File: config.mk
export PLATFORM = sky130hd
export DESIGN_NAME = bcd2bin_seq_flat
export DESIGN_NICKNAME = d
export VERILOG_FILES = /design/src/rtl/disp_pkg.sv /design/src/rtl/bcd2bin_seq_if.sv /design/src/rtl/bcd_digit_adj.sv /design/src/rtl/bcd2bin_seq.sv /design/src/flat_wrapper.sv
export SDC_FILE = /design/constraint.sdc
export NUM_CORES = 1
export LEC_CHECK = 0
export CAP_MARGIN = 10
export CORE_ASPECT_RATIO = 0.7
export CORE_MARGIN = 3
export CORE_UTILIZATION = 47
export DETAILED_ROUTE_END_ITERATION = 8
export PLACE_DENSITY = 0.84
export SLEW_MARGIN = 20
export SYNTH_ARGS = -nofsm -noshare
export SYNTH_HDL_FRONTEND = slang
export SYNTH_SLANG_ARGS = --single-unit
File: constraint.sdc
create_clock -name clk -period 1.6 [get_ports clk]
set_clock_uncertainty 0.1 [all_clocks]
set_input_delay 0.48 -clock clk [delete_from_list [all_inputs] [get_ports clk]]
set_output_delay 0.48 -clock clk [all_outputs]
set_load 0.01 [all_outputs]
File: src/rtl/disp_pkg.sv
// Shared display-path definitions: BCD sign/blank codes and the
// BCD-to-binary converter state type.
package disp_pkg;

   localparam logic [3:0] BCD_MINUS = 4'b1010;
   localparam logic [3:0] BCD_BLANK = 4'b1111;

   typedef enum logic [1:0] {
      IDLE,
      SHIFT,
      FINISH
   } bcd2bin_state_t;

endpackage

File: src/rtl/bcd2bin_seq_if.sv
// Start/done handshake and data bus of the sequential BCD-to-binary
// converter; the requester uses master, the converter uses slave.
interface bcd2bin_seq_if #(
   parameter int width  = 6,
   parameter int digits = 2
) ();

   logic                  start;
   logic [digits*4-1:0]   bcd;
   logic [3:0]            bcd_sgn;
   logic                  busy;
   logic                  done;
   logic [width-1:0]      bin;
   logic                  err;

   modport master (
      output start, bcd, bcd_sgn,
      input  busy, done, bin, err
   );

   modport slave (
      input  start, bcd, bcd_sgn,
      output busy, done, bin, err
   );

endinterface

File: src/rtl/bcd_digit_adj.sv
// Reverse double-dabble digit correction: a nibble of 8 or more
// had a borrowed ten shifted into it, so take 3 back off.
module bcd_digit_adj (
   input  logic [3:0] nibble,
   output logic [3:0] adjusted
);

   assign adjusted = (nibble >= 4'd8) ? (nibble - 4'd3) : nibble;

endmodule

File: src/rtl/bcd2bin_seq.sv
// Sequential BCD-to-binary converter, one reverse double-dabble bit per clock.
// Define BCD2BIN_SAT_EN to saturate bin on err instead of forcing it to zero.
module bcd2bin_seq
   import disp_pkg::*;
#(
   parameter int width   = 6,
   parameter int digits  = 2,
   parameter int abs_val = 1
) (
   input  logic          clk,
   input  logic          rst,
   bcd2bin_seq_if.slave  bus
);

   localparam int bcd_width  = digits * 4;
   localparam int work_width = bcd_width + width;
   localparam int cnt_width  = $clog2(width + 1);

   localparam logic [cnt_width-1:0] last_shift = cnt_width'(width - 1);
   localparam logic [width-1:0]     pos_max    = {1'b0, {(width-1){1'b1}}};
   localparam logic [width-1:0]     neg_max    = {1'b1, {(width-1){1'b0}}};

   bcd2bin_state_t         state;
   logic [work_width-1:0]  work;
   logic [work_width-1:0]  shifted;
   logic [work_width-1:0]  corrected;
   logic [cnt_width-1:0]   cnt;
   logic                   neg;
   logic                   bad_digit;
   logic                   bad_in;
   logic                   busy_q;
   logic                   done_q;
   logic [width-1:0]       bin_q;
   logic                   err_q;

   logic [width-1:0]       mag;
   logic [bcd_width-1:0]   residue;
   logic                   overflow;
   logic                   err_next;
   logic [width-1:0]       bin_next;

   assign shifted = work >> 1;
   assign corrected[width-1:0] = shifted[width-1:0];

   for (genvar i = 0; i < digits; i++) begin : g_adj
      bcd_digit_adj u_adj (
         .nibble   (shifted[width + 4*i +: 4]),
         .adjusted (corrected[width + 4*i +: 4])
      );
   end

   always_comb begin
      bad_in = 1'b0;
      for (int i = 0; i < digits; i++) begin
         if (bus.bcd[4*i +: 4] > 4'd9) bad_in = 1'b1;
      end
   end

   // Any BCD left above the binary field means the value did not fit in width bits.
   always_comb begin
      mag      = work[width-1:0];
      residue  = work[work_width-1:width];
      overflow = |residue;
      if (abs_val != 0) begin
         if (neg) overflow = overflow | (mag > neg_max);
         else     overflow = overflow | (mag > pos_max);
      end
      err_next = bad_digit | overflow;
      bin_next = '0;
      if (err_next) begin
`ifdef BCD2BIN_SAT_EN
         if (bad_digit)          bin_next = '0;
         else if (neg)           bin_next = neg_max;
         else if (abs_val != 0)  bin_next = pos_max;
         else                    bin_next = '1;
`else
         bin_next = '0;
`endif
      end else begin
         bin_next = neg ? ('0 - mag) : mag;
      end
   end

   always_ff @(posedge clk or posedge rst) begin
      if (rst) begin
         state     <= IDLE;
         work      <= '0;
         cnt       <= '0;
         neg       <= 1'b0;
         bad_digit <= 1'b0;
         busy_q    <= 1'b0;
         done_q    <= 1'b0;
         bin_q     <= '0;
         err_q     <= 1'b0;
      end else begin
         done_q <= 1'b0;
         case (state)
            IDLE: begin
               if (bus.start) begin
                  work      <= {bus.bcd, {width{1'b0}}};
                  neg       <= (abs_val != 0) && (bus.bcd_sgn == BCD_MINUS);
                  bad_digit <= bad_in;
                  cnt       <= '0;
                  busy_q    <= 1'b1;
                  state     <= SHIFT;
               end
            end
            SHIFT: begin
               // The last shift lands the final binary bit; correcting after it would corrupt the residue.
               work <= (cnt == last_shift) ? shifted : corrected;
               cnt  <= cnt + 1'b1;
               if (cnt == last_shift) state <= FINISH;
            end
            FINISH: begin
               bin_q  <= bin_next;
               err_q  <= err_next;
               done_q <= 1'b1;
               busy_q <= 1'b0;
               state  <= IDLE;
            end
            default: state <= IDLE;
         endcase
      end
   end

   assign bus.busy = busy_q;
   assign bus.done = done_q;
   assign bus.bin  = bin_q;
   assign bus.err  = err_q;

endmodule

File: src/flat_wrapper.sv
// flat-port wrapper written by rule: the top's interface ports become plain ports
module bcd2bin_seq_flat import disp_pkg::*;
#(
   parameter int width   = 6,
   parameter int digits  = 2,
   parameter int abs_val = 1
)
  (clk, rst, bus_start, bus_bcd, bus_bcd_sgn, bus_busy, bus_done, bus_bin, bus_err);
  bcd2bin_seq_if #(.width(width), .digits(digits)) bus_i ();
  input  logic clk;
  input  logic rst;
  input wire logic [$bits(bus_i.start)-1:0] bus_start;
  input wire logic [$bits(bus_i.bcd)-1:0] bus_bcd;
  input wire logic [$bits(bus_i.bcd_sgn)-1:0] bus_bcd_sgn;
  output wire logic [$bits(bus_i.busy)-1:0] bus_busy;
  output wire logic [$bits(bus_i.done)-1:0] bus_done;
  output wire logic [$bits(bus_i.bin)-1:0] bus_bin;
  output wire logic [$bits(bus_i.err)-1:0] bus_err;
  assign bus_i.start = bus_start;
  assign bus_i.bcd = bus_bcd;
  assign bus_i.bcd_sgn = bus_bcd_sgn;
  assign bus_busy = bus_i.busy;
  assign bus_done = bus_i.done;
  assign bus_bin = bus_i.bin;
  assign bus_err = bus_i.err;
  bcd2bin_seq #(.width(width), .digits(digits), .abs_val(abs_val)) u_core (.clk(clk), .rst(rst), .bus(bus_i));
endmodule
==> results of run 1 <==
path summary, 6_finish.rpt:
| path | from | end | slack, ns | cells past startpoint |
|---|---|---|---|---|
| max reg2reg | u_core.work[0] | u_core.bus.err | -0.13 | 6 |
| min | u_core.bus.bin[2] | u_core.bus.bin[2] | 0.38 | 2 |
| max in group asynchronous | rst | u_core.work[13] | 0.77 | 3 |
| max | u_core.work[0] | u_core.bus.err | -0.13 | 6 |
| min in group asynchronous | rst | u_core.cnt[0] | 0.46 | 3 |
| min reg2reg | u_core.bus.bin[2] | u_core.bus.bin[2] | 0.38 | 2 |
power by group through the flow:
stage | Sequential (mW) | Clock [mW] | Combinational, mW
4_1_cts | 1.24 | 0.580 | 1.45
3_3_place_gp | 1.22 | 0 | 1.31
2_1_floorplan | 1.22 | 0 | 0.867
5_1_grt | 1.27 | 0.606 | 1.63
3_5_place_dp | 1.24 | 0 | 1.37
6_report | 1.24 | 0.569 | 1.46
logic make-up (layout without fill, tap and decap cells):
logic type,after synthesis,in the layout
AO/OA/AOI/OAI,37,37
XOR/XNOR,6,6
adder cells (fa/ha/maj),5,5
buffers and inverters,14,57
flip-flops,30,30
multiplexers,6,6
AND/OR/NAND/NOR,50,50
registers in the layout, indices dropped and copies added, names as in the netlist:
register and cells:
u_core.bad_digit 1, u_core.bus.bin 6, u_core.neg 1, u_core.bus.busy 1, u_core.bus.err 1, u_core.cnt 3, u_core.bus.done 1, u_core.work 14
u_core.state 2
metrics by stage:
stage,setup TNS [ns],utilization [%],hold slack (ns)
global route,-1.19,68.7,0.403
detailed placement,-6.20,64.4,0.379
global placement,-5.30,64.4,0.365
CTS,-0.811,68.5,0.388
floorplan,-0.0162,-,0.362
finish,-0.662,68.7,0.378
layout make-up:
type	instances	area, um^2	area share, %
tap	36	45.0	2.29
sequential	30	751	38.2
inverter	8	30.0	1.53
multi-input combinational	104	691	35.1
timing repair buffer	42	374	19.0
clock buffer	7	76.3	3.88
metal layers:
layer	global-route usage (%)	vias up	routed length, um
met5	0	-	0
met4	8.44	0	70
met3	5.36	7	186
met2	32.3	33	1540
met1	22.9	570	1410
li1	-	584	-
synthesized netlist by cell type (all sizes together), types with 2 or more instances:
| cell type | instances | share of area, % |
|---|---|---|
| dfrtp | 30 | 52 |
| nand2 | 28 | 7.3 |
| o21ai | 21 | 7.3 |
| inv | 8 | 2.1 |
| nor2 | 8 | 2.1 |
| ha | 5 | 4.3 |
| mux2i | 5 | 3.5 |
| a21oi | 3 | 1.0 |
| buf | 3 | 1.0 |
| clkbuf | 3 | 0.78 |
| nand2b | 3 | 1.3 |
| xnor2 | 3 | 1.8 |
| xor2 | 3 | 1.8 |
| a211oi | 2 | 1.0 |
| a31oi | 2 | 0.86 |
| nor2b | 2 | 0.86 |
| nor3 | 2 | 0.69 |
| o22ai | 2 | 0.86 |
| o31ai | 2 | 1.0 |
tightest hold or removal path, delay by kind of cell, from the launching register on:
kind | cells | cell delay (ns)
DFF | 1 | 0.34
AOI/OAI and AO/OA | 1 | 0.06
and+or+nand+nor | 1 | 0.05
timing repair:
item                                    in CTS  in global routing
buffers inserted                             0                  0
resized for setup                           20                  2
pin swaps                                    7                  2
endpoints found under the setup margin      24                  8
gates cloned                                 1                  0
==> impl_metrics.tcl, run 1 <==
set metrics [dict create \
    grt_pass1_vias 1228 \
    synthesis.instances 148 \
    synth_seq_area_share_pct 51.9 \
    swShare_pct 38.2 \
    cts_made_buffers 5 \
    path_delay_family "simple AND/OR/NAND/NOR gates" \
    pwr-share-comb_pct 44.6 \
    dr.pass1.iters 4 \
    max_stage_delay_ns 0.39 \
    worst_setup_path_start_kind "register" \
    cts_sinks 30 \
    finalPower_mw 3.27 \
    seqPwrFrac_pct 38.0 \
    layout_common_cells "30 x dfrtp_1, 28 x nand2_1, 16 x buf_4, 15 x o21ai_1, 13 x clkdlybuf4s50_1" \
    dp_slack_ns -0.413 \
    drv_slew 0 \
    synthAdderAreaFrac_pct 4.33 \
    area_growth_pct 36.0 \
    timing_worst_setup_path_type "reg -> reg" \
    synth_mux_area_share_pct 4.24 \
    async_flop_share_pct 100 \
    root_buffer "clkbuf_8" \
    ys.warnings.count 0 \
    hp-class "reg -> reg" \
    fin_crit_sh_pct 108 \
    leakagePower_nw 0.922 \
    ys.flop_type "dfrtp_1" \
    start_util_pct 50.5 \
    clk_path_buf_depth 2 \
    cp_data_required_time_ns 1.67 \
    cp-end-kind "register" \
    grt_max_degree 31 \
    netlist_area_um2 1450 \
    finalInstanceArea_um2 1970 \
    fillers 231 \
    critPathArrivalTime_ns 1.80 \
    worstPathCellList "inv_2 -> ha_4 -> or3b_4 -> o21ai_4 -> nand4_4 -> o21a_1" \
    die_x_um 72.3 \
    worst_slack_ns -0.125 \
    syn-num-nets 168 \
    ys_seq_elements 30 \
    hold_viol 0 \
    num_io_pins 24 \
    hold_buffers 0 \
    synth_xor_xnor_area_share_pct 3.63 \
    yosys.area_share.simple_pct 16.9 \
    synth_top_family_by_area "simple AND/OR/NAND/NOR gates" \
    die_h_um 52.4 \
    cp_num_buf_inv 1 \
    rsz0062_at_grt "yes" \
    dpl_cell_area_um2 1840 \
    drc 0 \
    synth_edf_count 0 \
    antenna_found_initial 0 \
    finalWeightedCongestion 0.809 \
    synth-compound-area-share_pct 15.1 \
    coreArea_um2 2860 \
    rows 16 \
    grt_remaining_overflow 0 \
    critPathMaxFanout 7 \
    cts.clk_slew.worst_paths_ns 0.06 \
    drtAntennaViolNets 0 \
    violations "setup timing" \
    wire_per_inst_um 14.1 \
    final_nets 211 \
    die_area_um2 3790 \
    vias 1194 \
    drt_iter0_markers 56 \
    instances_no_fill 227 \
    fmax_ghz 0.580 \
    worst_pin_slew_ns 0.523 \
    internal_power_mw 2.02 \
    post_drt_via_cell_ratio 5.26 \
    io_buffers 23 \
    grt_pass1_wl_um 5410 \
    max_cap_viol_count 0 \
    maxSlewHeadroom_pct 65.2 \
    dp.cells 219 \
    dpl.hpwl_um 2310 \
    routed_wl_um 3210 \
    p_sw_mw 1.25 \
    mostFrequentLayoutCell "dfrtp_1" \
    grtUsageTotal_pct 19.1 \
    layout_min_cycle_time_ns 1.73 \
    insertedDiodeCount 0 \
    clock_latency_ns 0.29 \
    yosysUniqueCellTypes 33 \
    cellPowerDensity_nw_per_um2 1660 \
    htreeDepth 2 \
    finalSetupViolations 7 \
    cts_tree "built" \
    drive_gt1_share_pct 18.8 \
    ir_drop_v 0.000728 \
    critPathSlowestCell "dfrtp_1" \
    avgSynthCellArea_um2 9.77 \
    status "finished with violations" \
    p_clk_share_pct 17.4 \
]
Power figures use the tool's default switching activity.
==> run 2: changes to the inputs <==
--- a/config.mk
+++ b/config.mk
@@ -8,10 +8,10 @@
 export CAP_MARGIN = 10
 export CORE_ASPECT_RATIO = 0.7
 export CORE_MARGIN = 3
-export CORE_UTILIZATION = 47
+export CORE_UTILIZATION = 50
 export DETAILED_ROUTE_END_ITERATION = 8
-export PLACE_DENSITY = 0.84
-export SLEW_MARGIN = 20
+export HOLD_SLACK_MARGIN = 0.15
+export PLACE_DENSITY = 0.85
 export SYNTH_ARGS = -nofsm -noshare
 export SYNTH_HDL_FRONTEND = slang
 export SYNTH_SLANG_ARGS = --single-unit
==> constraint.sdc (replaced) <==
create_clock -name clk -period 1.7 [get_ports clk]
set_clock_uncertainty 0.1 [all_clocks]
set_input_delay 0.51 -clock clk [delete_from_list [all_inputs] [get_ports clk]]
set_output_delay 0.51 -clock clk [all_outputs]
set_load 0.01 [all_outputs]
==> run 2 against run 1 <==
The run still ends with setup timing left. Wire length grew 5.0%. Power decreased by 2.6%. Via count increased by 3.4%. Worst hold slack better by 0.0065 ns. Combinational power down 4%. Cell area rose by 1.4%. Fmax shrank 1.9%. Global-route usage up 1.7 points. Critical path type unchanged. Largest cell class unchanged. Largest power group unchanged.
==> impl_metrics.tcl, run 2 (same netlist as run 1, synthesis figures left out) <==
set metrics [dict create \
    coreArea_um2 2610 \
    timing_worst_setup_path_type "reg -> reg" \
    fin_tns_setup_ns -0.239 \
    p_sw_mw 1.23 \
    wire_per_inst_um 14.8 \
    vias 1235 \
    seqPwrFrac_pct 37.5 \
    pwr-share-comb_pct 44.0 \
    htreeDepth 2 \
    layout_min_cycle_time_ns 1.76 \
    p_clk_share_pct 18.5 \
    drv_slew 0 \
    ir_drop_v 0.000847 \
    maxSlewHeadroom_pct 63.9 \
    die_h_um 51 \
    io_buffers 23 \
    layout_common_cells "30 x dfrtp_1, 28 x nand2_1, 17 x buf_4, 16 x o21ai_1, 13 x clkdlybuf4s50_1" \
    insertedDiodeCount 0 \
    antenna_found_initial 0 \
    grtUsageTotal_pct 20.9 \
    hold_viol 0 \
    cts_sinks 30 \
    start_util_pct 55.4 \
    max_cap_viol_count 0 \
    worst_slack_ns -0.0592 \
    swShare_pct 38.6 \
    status "finished with violations" \
    final_nets 212 \
    grt_max_degree 31 \
    cp_data_required_time_ns 1.78 \
    final_util_pct 76.5 \
    grt_pass1_wl_um 5640 \
    die_area_um2 3580 \
    critical_path.startpoint "u_core.work[0]" \
    worst_pin_slew_ns 0.542 \
    internal_power_mw 1.96 \
    hold-worst-slack_ns 0.385 \
    hp-class "reg -> reg" \
    critPathMaxFanout 7 \
    clock_latency_ns 0.28 \
    root_buffer "clkbuf_8" \
    rr_startpoint "u_core.work[0]" \
    dpl.hpwl_um 2330 \
    fmax_ghz 0.568 \
    finalSetupViolations 7 \
    drive_gt1_share_pct 20.2 \
    regMostFlops "u_core.work" \
    cp-end-kind "register" \
    critPathArrivalTime_ns 1.83 \
    fin_crit_sh_pct 103 \
    dr.pass1.iters 4 \
    cts_made_buffers 5 \
    leakagePower_nw 0.941 \
    area_growth_pct 37.9 \
    dp_slack_ns -0.318 \
    clk_path_buf_depth 2 \
    largest_reg_flops 14 \
    grt_remaining_overflow 0 \
    cts_tree "built" \
    violations "setup timing" \
    drc 0 \
    worst_setup_path_start_kind "register" \
    mostFrequentLayoutCell "dfrtp_1" \
    grt_pass1_vias 1224 \
    cellPowerDensity_nw_per_um2 1600 \
    rows 15 \
    finalWeightedCongestion 0.814 \
    rsz0062_at_grt "yes" \
    cts.clk_slew.worst_paths_ns 0.06 \
    hold_start "u_core.bus.bin[1]" \
    drt_iter0_markers 89 \
    num_io_pins 24 \
    post_drt_via_cell_ratio 5.44 \
    drtAntennaViolNets 0 \
    die_x_um 70.3 \
    routed_wl_um 3370 \
]
run 2: cell types whose count changed in the layout (fill, tap and decap cells not counted), sizes merged:
cell          delta
clkinv           +1
buf              +1
dlymetal6s2s     +1
dlygate4sd2      -1
run 2: what timing repair did:
action	CTS	global route
pin swaps	7	1
resized for setup	21	2
setup endpoints to repair	18	15
hold endpoints to repair	0	0
hold buffers	0	0
buffers inserted	1	1
cloned	0	1
run 2: worst max-delay path, stage by stage (launching register included):
cell and delay (ns):
dfrtp_1 0.40, inv_2 0.09, ha_4 0.14, or3b_4 0.39, o21ai_4 0.18, nand4_4 0.18, o21a_1 0.17
run 2: per-stage QoR:
step	area [um^2]	cells	power (mW)
detailed placement	1830	216	2.46
global route	1990	227	3.42
finish	1990	227	3.19
CTS	1970	225	3.16
global placement	1830	216	2.36
floorplan	1450	148	1.96
run 2: path summary, 6_finish.rpt:
check	to	slack, ns	depth (start not counted)
max	u_core.bus.err	-0.06	6
min	u_core.bus.bin[1]	0.38	2
max reg2reg	u_core.bus.err	-0.06	6
min reg2reg	u_core.bus.bin[1]	0.38	2
max in group asynchronous	u_core.work[8]	0.87	3
min in group asynchronous	u_core.bus.err	0.47	3
run 2: cell type report:
type	count	area, um^2
Sequential cell	30	751
Clock inverter	1	5.00
Fill cell	160	614
Multi-Input combinational cell	104	694
Inverter	8	30.0
Timing Repair Buffer	43	385
Tap cell	34	42.5
Clock buffer	7	86.3
run 2: per-layer routing:
layer / up-vias / track usage (%) / wire, um
met5: - / 0 / 0
met4: 0 / 8.92 / 40
met3: 6 / 7.47 / 232
met2: 48 / 33.4 / 1610
met1: 588 / 25.6 / 1480
li1: 593 / - / -
run 2: power groups by stage:
stage / combinational (mW) / clock, mW / sequential, mW
final: 1.40 / 0.589 / 1.19
after global placement: 1.20 / 0 / 1.15
after global routing: 1.56 / 0.639 / 1.22
after floorplan: 0.815 / 0 / 1.15
after detailed placement: 1.28 / 0 / 1.18
after CTS: 1.37 / 0.602 / 1.19
